===== config.mk =====
export PLATFORM = sky130hd
export DESIGN_NAME = reg_xfer_engine
export DESIGN_NICKNAME = d
export VERILOG_FILES = /design/src/rtl/xfer_pkg.sv /design/src/rtl/reg_bank_mp.sv /design/src/rtl/reg_xfer_engine.sv
export SDC_FILE = /design/constraint.sdc
export NUM_CORES = 1
export LEC_CHECK = 0
export BUFFER_PORTS_ARGS = -buffer_cell sky130_fd_sc_hd__buf_4
export CELL_PAD_IN_SITES_DETAIL_PLACEMENT = 0
export CELL_PAD_IN_SITES_GLOBAL_PLACEMENT = 1
export CORE_MARGIN = 4
export CORE_UTILIZATION = 30
export DETAILED_ROUTE_END_ITERATION = 8
export HOLD_SLACK_MARGIN = 0.1
export PLACE_DENSITY = 0.62
export SYNTH_ARGS = -nofsm -noshare
export SYNTH_HDL_FRONTEND = slang
export SYNTH_SLANG_ARGS = --single-unit

===== constraint.sdc =====
create_clock -name clk -period 2.6 [get_ports clk]
set_clock_uncertainty 0.2 [all_clocks]
set_input_delay 0.39 -clock clk [delete_from_list [all_inputs] [get_ports clk]]
set_output_delay 0.39 -clock clk [all_outputs]
set_load 0.01 [all_outputs]

===== src/rtl/xfer_pkg.sv =====
// Shared constants, sequencer state encoding and index helpers for the
// register-transfer engine.
package xfer_pkg;

  localparam logic [1:0] SRC_REG  = 2'b00;
  localparam logic [1:0] SRC_IMM  = 2'b01;
  localparam logic [1:0] SRC_MEM  = 2'b10;
  localparam logic [1:0] SRC_TEST = 2'b11;

  typedef enum logic [2:0] {
    ST_IDLE   = 3'd0,
    ST_MEM_LO = 3'd1,
    ST_MEM_HI = 3'd2,
    ST_WR_LO  = 3'd3,
    ST_WR_HI  = 3'd4
  } state_e;

  // Base (even) register of the pair that contains idx.
  function automatic logic [31:0] pair_base(input logic [31:0] idx);
    return idx & ~32'd1;
  endfunction

endpackage


===== src/rtl/reg_bank_mp.sv =====
// Register bank: one synchronous write port, three combinational read ports
// (source high, source low, debug), asynchronous clear.
module reg_bank_mp #(
  parameter int DATA_W   = 8,
  parameter int NUM_REGS = 8,
  parameter int ADDR_W   = $clog2(NUM_REGS)
) (
  input  logic              clk,
  input  logic              rst_n,
  input  logic              we_i,
  input  logic [ADDR_W-1:0] waddr_i,
  input  logic [DATA_W-1:0] wdata_i,
  input  logic [ADDR_W-1:0] raddr_hi_i,
  output logic [DATA_W-1:0] rdata_hi_o,
  input  logic [ADDR_W-1:0] raddr_lo_i,
  output logic [DATA_W-1:0] rdata_lo_o,
  input  logic [ADDR_W-1:0] raddr_dbg_i,
  output logic [DATA_W-1:0] rdata_dbg_o
);

  logic [DATA_W-1:0] regs_q [NUM_REGS];

  // NOTE: the bank is built from flops, so clearing it on reset is cheap and
  // required; a RAM-style array would not be reset. Sequential state always
  // uses non-blocking assignment so readers in the same edge see old values.
  always_ff @(posedge clk or negedge rst_n) begin
    if (!rst_n) begin
      for (int i = 0; i < NUM_REGS; i++) regs_q[i] <= '0;
    end else if (we_i) begin
      regs_q[waddr_i] <= wdata_i;
    end
  end

  assign rdata_hi_o  = regs_q[raddr_hi_i];
  assign rdata_lo_o  = regs_q[raddr_lo_i];
  assign rdata_dbg_o = regs_q[raddr_dbg_i];

endmodule


===== src/rtl/reg_xfer_engine.sv =====
// Register-transfer engine: accepts one command at a time and serialises its
// byte writes (and memory fetches) through the bank's single write port.
module reg_xfer_engine
  import xfer_pkg::*;
#(
  parameter int DATA_W   = 8,
  parameter int NUM_REGS = 8,
  parameter int ADDR_W   = $clog2(NUM_REGS),
  parameter int MEM_AW   = 16
) (
  input  logic                clk,
  input  logic                rst,
  input  logic                cmd_valid,
  output logic                cmd_ready,
  input  logic [1:0]          cmd_src,
  input  logic                cmd_pair,
  input  logic [ADDR_W-1:0]   cmd_dst,
  input  logic [ADDR_W-1:0]   cmd_sreg,
  input  logic [2*DATA_W-1:0] cmd_imm,
  input  logic [MEM_AW-1:0]   cmd_maddr,
  output logic                mem_req,
  output logic [MEM_AW-1:0]   mem_addr,
  input  logic                mem_ack,
  input  logic [DATA_W-1:0]   mem_rdata,
  input  logic [2*DATA_W-1:0] test_data,
  output logic                done,
  output logic                busy,
  input  logic [ADDR_W-1:0]   dbg_addr,
  output logic [DATA_W-1:0]   dbg_data
);

  if (NUM_REGS < 2 || (NUM_REGS % 2) != 0) begin : g_bad_num_regs
    $error("reg_xfer_engine: NUM_REGS must be even and at least 2");
  end

  state_e              state_q, state_d;
  logic [2*DATA_W-1:0] buf_q, buf_d;
  logic [ADDR_W-1:0]   dst_q, dst_d;
  logic                pair_q, pair_d;
  logic [MEM_AW-1:0]   maddr_q, maddr_d;

  logic                we;
  logic [ADDR_W-1:0]   waddr;
  logic [DATA_W-1:0]   wdata;
  logic [ADDR_W-1:0]   sreg_base, dst_base, raddr_hi, raddr_lo;
  logic [DATA_W-1:0]   src_hi, src_lo;

  assign sreg_base = ADDR_W'(pair_base(32'(cmd_sreg)));
  assign dst_base  = ADDR_W'(pair_base(32'(cmd_dst)));
  assign raddr_hi  = sreg_base;
  assign raddr_lo  = cmd_pair ? (sreg_base | ADDR_W'(1)) : cmd_sreg;

  reg_bank_mp #(
    .DATA_W  (DATA_W),
    .NUM_REGS(NUM_REGS),
    .ADDR_W  (ADDR_W)
  ) u_bank (
    .clk        (clk),
    .rst_n      (rst),
    .we_i       (we),
    .waddr_i    (waddr),
    .wdata_i    (wdata),
    .raddr_hi_i (raddr_hi),
    .rdata_hi_o (src_hi),
    .raddr_lo_i (raddr_lo),
    .rdata_lo_o (src_lo),
    .raddr_dbg_i(dbg_addr),
    .rdata_dbg_o(dbg_data)
  );

  always_ff @(posedge clk or negedge rst) begin
    if (!rst) begin
      state_q <= ST_IDLE;
      buf_q   <= '0;
      dst_q   <= '0;
      pair_q  <= 1'b0;
      maddr_q <= '0;
    end else begin
      state_q <= state_d;
      buf_q   <= buf_d;
      dst_q   <= dst_d;
      pair_q  <= pair_d;
      maddr_q <= maddr_d;
    end
  end

  // NOTE: every signal driven here gets a default first so no path leaves a
  // value unassigned and no latch is inferred.
  always_comb begin
    state_d   = state_q;
    buf_d     = buf_q;
    dst_d     = dst_q;
    pair_d    = pair_q;
    maddr_d   = maddr_q;
    cmd_ready = 1'b0;
    mem_req   = 1'b0;
    mem_addr  = '0;
    done      = 1'b0;
    we        = 1'b0;
    waddr     = dst_q;
    wdata     = buf_q[DATA_W-1:0];

    unique case (state_q)
      ST_IDLE: begin
        cmd_ready = 1'b1;
        if (cmd_valid) begin
          pair_d  = cmd_pair;
          dst_d   = cmd_pair ? dst_base : cmd_dst;
          maddr_d = cmd_maddr;
          // Operand is captured at accept so overlapping copies are atomic.
          unique case (cmd_src)
            SRC_REG:  buf_d = cmd_pair ? {src_hi, src_lo}
                                       : {{DATA_W{1'b0}}, src_lo};
            SRC_IMM:  buf_d = cmd_pair ? cmd_imm
                                       : {{DATA_W{1'b0}}, cmd_imm[DATA_W-1:0]};
            SRC_TEST: buf_d = cmd_pair ? test_data
                                       : {{DATA_W{1'b0}}, test_data[DATA_W-1:0]};
            default:  buf_d = '0;
          endcase
          state_d = (cmd_src == SRC_MEM) ? ST_MEM_LO : ST_WR_LO;
        end
      end
      ST_MEM_LO: begin
        mem_req  = 1'b1;
        mem_addr = maddr_q;
        if (mem_ack) begin
          buf_d[DATA_W-1:0] = mem_rdata;
          state_d = pair_q ? ST_MEM_HI : ST_WR_LO;
        end
      end
      ST_MEM_HI: begin
        mem_req  = 1'b1;
        mem_addr = maddr_q + MEM_AW'(1);
        if (mem_ack) begin
          buf_d[2*DATA_W-1:DATA_W] = mem_rdata;
          state_d = ST_WR_LO;
        end
      end
      ST_WR_LO: begin
        we    = 1'b1;
        waddr = pair_q ? (dst_q | ADDR_W'(1)) : dst_q;
        wdata = buf_q[DATA_W-1:0];
        if (pair_q) begin
          state_d = ST_WR_HI;
        end else begin
          done    = 1'b1;
          state_d = ST_IDLE;
        end
      end
      ST_WR_HI: begin
        we      = 1'b1;
        waddr   = dst_q;
        wdata   = buf_q[2*DATA_W-1:DATA_W];
        done    = 1'b1;
        state_d = ST_IDLE;
      end
      default: state_d = ST_IDLE;
    endcase
  end

  assign busy = (state_q != ST_IDLE);

endmodule


# == Word level (Yosys, flattened, before mapping) ==
# Index checks and enable logic that the tools add are counted.
# word_totals
regBits,103
out_inout_bits,28
# classes
addsub,1
n_lt_le_gt_ge,5
eq_ne,10
n_mux,38
n_bitwise,4
reduce_logical,12
# op_table
cell,n
binary-select mux 8 bit (select 3 bit),3
2-to-1 mux 8 bit,9
bitwise mux 64 bit,1
2-to-1 mux 16 bit,4
case mux 16 bit (3 select lines),1
case mux 16 bit (2 select lines),1
case mux 8 bit (2 select lines),2
demux 8 bit (select 3 bit),1
adder 16 x 1 -> 16 bit (second input constant),1
greater-or-equal comparator 4 bit (second input constant),4
inverter 3 -> 4 bit,4
2-to-1 mux 3 bit,4
case mux 3 bit (4 select lines),1
2-to-1 mux 1 bit,9
AND reduction 3 bit,3
== test 3 x 2 -> 1 bit (second input constant),2
inequality test 2 bit (second input constant),3
== test 2 bit (second input constant),2
< comparator 4 x 1 -> 1 bit (second input constant),1
nonzero test 2 bit,2
OR reduction 2 bit,2
== test 3 x 1 -> 1 bit (second input constant),1
== test 3 bit (second input constant),1
zero test 3 bit,1
7 further kinds,7

# == Logic depth before layout (Yosys ltp) ==
# depth
word_depth,9
mapped_depth,7
depth_no_buf,5

# == Modules after synthesis ==
# Synthesis repeated with hierarchy kept, for this count alone.
# unflattened
cells_unflattened,531
area_unflattened_um2,6811.5
# modules_own_cells
module,instances,cells_per_inst,area_each_um2,seq_area_each_um2
reg_bank_mp,1,230,4078.9,1601.5
reg_xfer_engine,1,301,2732.6,975.9

# == Worst setup path after synthesis ==
# OpenSTA, ideal clock, no wires.
# synth_path
path_kind,in2out
start,input dbg_addr[0]
end,output dbg_data[4]
arrival_ps,1917
required_ps,2010
setup_slack_ps,93
stages,4
path_buffers,2
path_cell_list,clkbuf_1 buf_2 mux4_2 mux2_2
# synth_between
elab_chain_len,4
# synth_lines
element,line_no,text
start: declaration,reg_xfer_engine.sv:28,"input logic [ADDR_W-1:0] dbg_addr,"
inverter 3 -> 4 bit (implied by the code),reg_bank_mp.sv:36,assign rdata_dbg_o = regs_q[raddr_dbg_i];
binary-select mux 8 bit (select 3 bit),reg_bank_mp.sv:36,
2-to-1 mux 8 bit (implied by the code) (2 in a row),reg_bank_mp.sv:36,
end: declaration,reg_xfer_engine.sv:29,output logic [DATA_W-1:0] dbg_data
# No other way between the ends. The select of a mux whose other input is x is not followed.

# == Final worst setup path ==
# layout_path
start,register state_q[0]
end,output mem_addr[15]
# layout_between
elab_chain_len,2
# layout_lines
element,line_no,text
start: declaration,reg_xfer_engine.sv:36,"state_e state_q, state_d;"
start signal: assignment,reg_xfer_engine.sv:79,state_q <= state_d;
== test 3 x 2 -> 1 bit / == test 3 x 1 -> 1 bit (equally long branches),reg_xfer_engine.sv:103,unique case (state_q)
case mux 16 bit (2 select lines) *,reg_xfer_engine.sv:103,
end: declaration,reg_xfer_engine.sv:22,"output logic [MEM_AW-1:0] mem_addr,"
# Mark *: on every way between the ends. The rest lies on a longest branch, timed or not.

==> flow_summary.rst <==
.. list-table::
   :header-rows: 1

   * - Metric
     - Value
   * - Top cells by count, synth
     - 103 x sky130_fd_sc_hd__dfrtp_1, 87 x sky130_fd_sc_hd__mux2_2, 59 x sky130_fd_sc_hd__nor2_1, 50 x sky130_fd_sc_hd__a21oi_1
   * - Post-synth EDFFs
     - 0
   * - Critical path buffer and inverter count
     - 1
   * - Cell depth of the worst flop-to-flop path
     - 5
   * - Final setup violating endpoints
     - 0
   * - Post-route setup slack
     - 0.0549 ns
   * - Register area share after synthesis
     - 0.415
   * - Global placer's final weighted congestion
     - 0.850
   * - Multi-input combinational cell area
     - 3460 µm²
   * - Capture endpoint of the worst hold path
     - buf_q[10]
   * - Unrepaired setup endpoints after global routing
     - true
   * - Max H-tree Level
     - 3
   * - Capturing element type of the critical path
     - output port
   * - Status
     - finished, final reports clean
   * - CP top delay family
     - simple AND/OR/NAND/NOR gates
   * - Logic depth of the worst setup path including buffers
     - 4
   * - Avg Vias per Cell
     - 5.40
   * - Global-route wire length before repair
     - 31,500 µm
   * - Combined global-route utilization of all metal layers
     - 0.173
   * - Share of the clock period used by the worst path after layout
     - 0.979
   * - Fraction of the core area covered by cells at the end of the flow
     - 0.393
   * - Net count reported at finish
     - 772
   * - Worst-skew pair later-pin latency
     - 0.36 ns
   * - Clock-pin slew reported for the worst setup and hold paths after clock tree synthesis
     - 0.07 ns
   * - Top post-synthesis cells by area
     - sky130_fd_sc_hd__dfrtp_1 42%, sky130_fd_sc_hd__mux2_2 16%, sky130_fd_sc_hd__mux4_2 7.3%
   * - Count of max-cap constraint violations
     - 0
   * - Setup crit start kind
     - flop
   * - CTS sink cnt
     - 103
   * - Post-detailed-route DRC marker count
     - 0
   * - Period minus WS final
     - 2.55 ns
   * - Final-layout worst hold slack
     - 0.126 ns
   * - Core Rows
     - 52
   * - Final Instance Count excl. Fillers
     - 973
   * - WL final
     - 20,200 µm
   * - Number of distinct library cells after synthesis
     - 51
   * - Share of post-route cells with drive strength above 1
     - 0.400
   * - Register-to-Register Setup Slack
     - 0.30 ns
   * - Top-count cell post-synth
     - sky130_fd_sc_hd__dfrtp_1
   * - Slew Limit Fails
     - 0
   * - Cell at the slowest stage of the critical path
     - sky130_fd_sc_hd__or4_4
   * - Count of boundary I/O pins
     - 100
   * - Syn Inst Count
     - 581
   * - Antenna violations before repair
     - 0
   * - Layout filler cell count
     - 2,029
   * - Number of port buffers
     - 99
   * - Slowest stage delay, CP
     - 0.53 ns
   * - Mean area per synthesized cell
     - 10.7 µm²
   * - Area of all sequential standard cells
     - 2580 µm²
   * - Maximum number of pins on one net before global-route repair
     - 46
   * - Primary FF master, synth
     - sky130_fd_sc_hd__dfrtp_1
   * - CTS tree
     - built
   * - Clock buffers created by TritonCTS
     - 9
   * - Pre-CTS setup slack
     - 0.240 ns
   * - Worst VDD drop
     - 0.497 mV
   * - Source of the worst hold timing path
     - test_data[10]
   * - Cell Area, Synth
     - 6210 µm²
   * - Antenna diode instance count
     - 0
   * - Final Hold Violating Endpoints
     - 0
   * - Hold depth
     - 3
   * - Die Width
     - 152 µm
   * - Clock root buffer master
     - sky130_fd_sc_hd__clkbuf_16
   * - Yosys warnings
     - 0
   * - Crit path DAT
     - 1.96 ns
   * - Iteration-0 DRC Markers
     - 328
   * - Launching point of the worst reg2reg path
     - state_q[0]
   * - Placed insts
     - 932
   * - Yosys top cell by area
     - sky130_fd_sc_hd__dfrtp_1
   * - Net count after synthesis
     - 654
   * - Number of detailed-routing iterations run before antenna repair
     - 5
   * - Measured slew at the worst slew-check pin
     - 0.639 ns
   * - Setup CP Type
     - flop to output port
   * - Areal power density over the cells
     - 1150 nW/µm²
   * - Data required time of the worst path
     - 2.01 ns
   * - Setup_tns
     - 0 ns
   * - Wire per inst
     - 20.8 µm
   * - Async set or reset register ratio after synthesis
     - 1.00
   * - Area of the core
     - 20,300 µm²
   * - Leftover overflow at the end of global routing
     - 0
   * - Static Leakage
     - 0.00336 µW
   * - Proportion of netlist area held by the largest area contributor
     - 0.415
   * - Cell-by-cell trace of the critical path
     - or3b_4 -> or4_4 -> nand3_2 -> buf_6
   * - Antenna violation net count after detailed routing
     - 0
   * - Path type of the worst min-delay path
     - primary input to flop
   * - Die outline area
     - 23,100 µm²
   * - Max transition margin
     - 0.574
   * - Y dimension of the die
     - 152 µm
   * - Vias in the first global route
     - 5,462
   * - Via count
     - 5,256
   * - Worst reg2reg endpoint
     - u_bank.regs_q[0]
   * - DP Wirelength
     - 14,400 µm
   * - CP max FO
     - 6
   * - Fmax
     - 393 MHz
   * - Synthesis-to-layout area growth
     - 28.7%
   * - Buffer levels on the longest clock path
     - 2
   * - #FFs+latches synth
     - 103
   * - Initial core utilization
     - 0.306
-- per-layer routing --
metal  global-route usage  wire length [µm]  vias up
li1                     -                 -     2419
met1                0.230              8790     2630
met2                0.287              9710      197
met3               0.0512              1600       10
met4               0.0261               105        0
met5                    0                 0        -
-- registers in the layout, summed over array words and instances (netlist names) --
register / cells
buf_q: 16
dst_q: 3
maddr_q: 16
pair_q: 1
state_q: 3
u_bank.regs_q: 64
-- worst max-delay path by stage --
stage | start | end
after floorplan | dbg_addr[0] | dbg_data[4]
after global placement | maddr_q[6] | mem_addr[15]
after detailed placement | maddr_q[6] | mem_addr[15]
after CTS | state_q[1] | mem_addr[15]
after global routing | maddr_q[8] | mem_addr[11]
final | state_q[0] | mem_addr[15]
-- per-stage QoR --
stage                     power (µW)  area (µm²)
after global routing            9800        7990
after floorplan                 5810        6210
after CTS                       9120        7920
final                           9160        7990
after detailed placement        7470        7350
after global placement          7350        7350
-- worst register-to-register path, delay by kind of cell (launching register included) --
family | cells | cell delay, ns
muxes | 1 | 0.36
AOI/OAI and AO/OA | 1 | 0.38
and+or+nand+nor | 2 | 0.60
buffers and inverters | 1 | 0.22
DFF | 1 | 0.42
-- power by group --
group | switching, µW | leakage (µW) | internal (µW)
Combinational | 2160 | 0.00199 | 2280
Clock | 636 | 0.000157 | 873
Sequential | 779 | 0.00122 | 2420
-- cell families (layout without fill, tap and decap cells) --
logic type,after synthesis,in the layout,share of synthesized area
AND/OR/NAND/NOR,148,148,0.119
AO/OA/AOI/OAI,142,142,0.152
multiplexers,132,132,0.271
flip-flops,103,103,0.415
buffers and inverters,55,177,0.0401
adder cells (fa/ha/maj),1,1,0.00202
-- layout make-up --
type | instances | area share
clock inverters | 4 | 0.00971
repair buffers | 150 | 0.156
multi-input cells | 423 | 0.433
inverters | 12 | 0.00564
clock buffers | 11 | 0.0304
flip-flops and latches | 103 | 0.323
well taps | 270 | 0.0423
-- timing repair --
item | in CTS | in global routing
hold endpoints to repair | 62 | 0
gates cloned | 0 | 0
pin swaps | 2 | 5
buffers inserted | 4 | 2
gates resized for setup | 7 | 14
endpoints found under the setup margin | 14 | 14
hold buffers | 20 | 0
-- cell usage in the layout, fill, tap and decap left out, types with 20 or more instances in the layout --
cell type	synthesis	final
sky130_fd_sc_hd__a21oi_1	50	50
sky130_fd_sc_hd__buf_4	3	123
sky130_fd_sc_hd__dfrtp_1	103	101
sky130_fd_sc_hd__dlygate4sd3_1	0	20
sky130_fd_sc_hd__mux2_2	87	87
sky130_fd_sc_hd__mux2i_1	25	25
sky130_fd_sc_hd__mux4_2	20	20
sky130_fd_sc_hd__nand2_1	25	25
sky130_fd_sc_hd__nor2_1	59	59
sky130_fd_sc_hd__o21ai_0	24	21
Power figures use the tool's default switching activity.
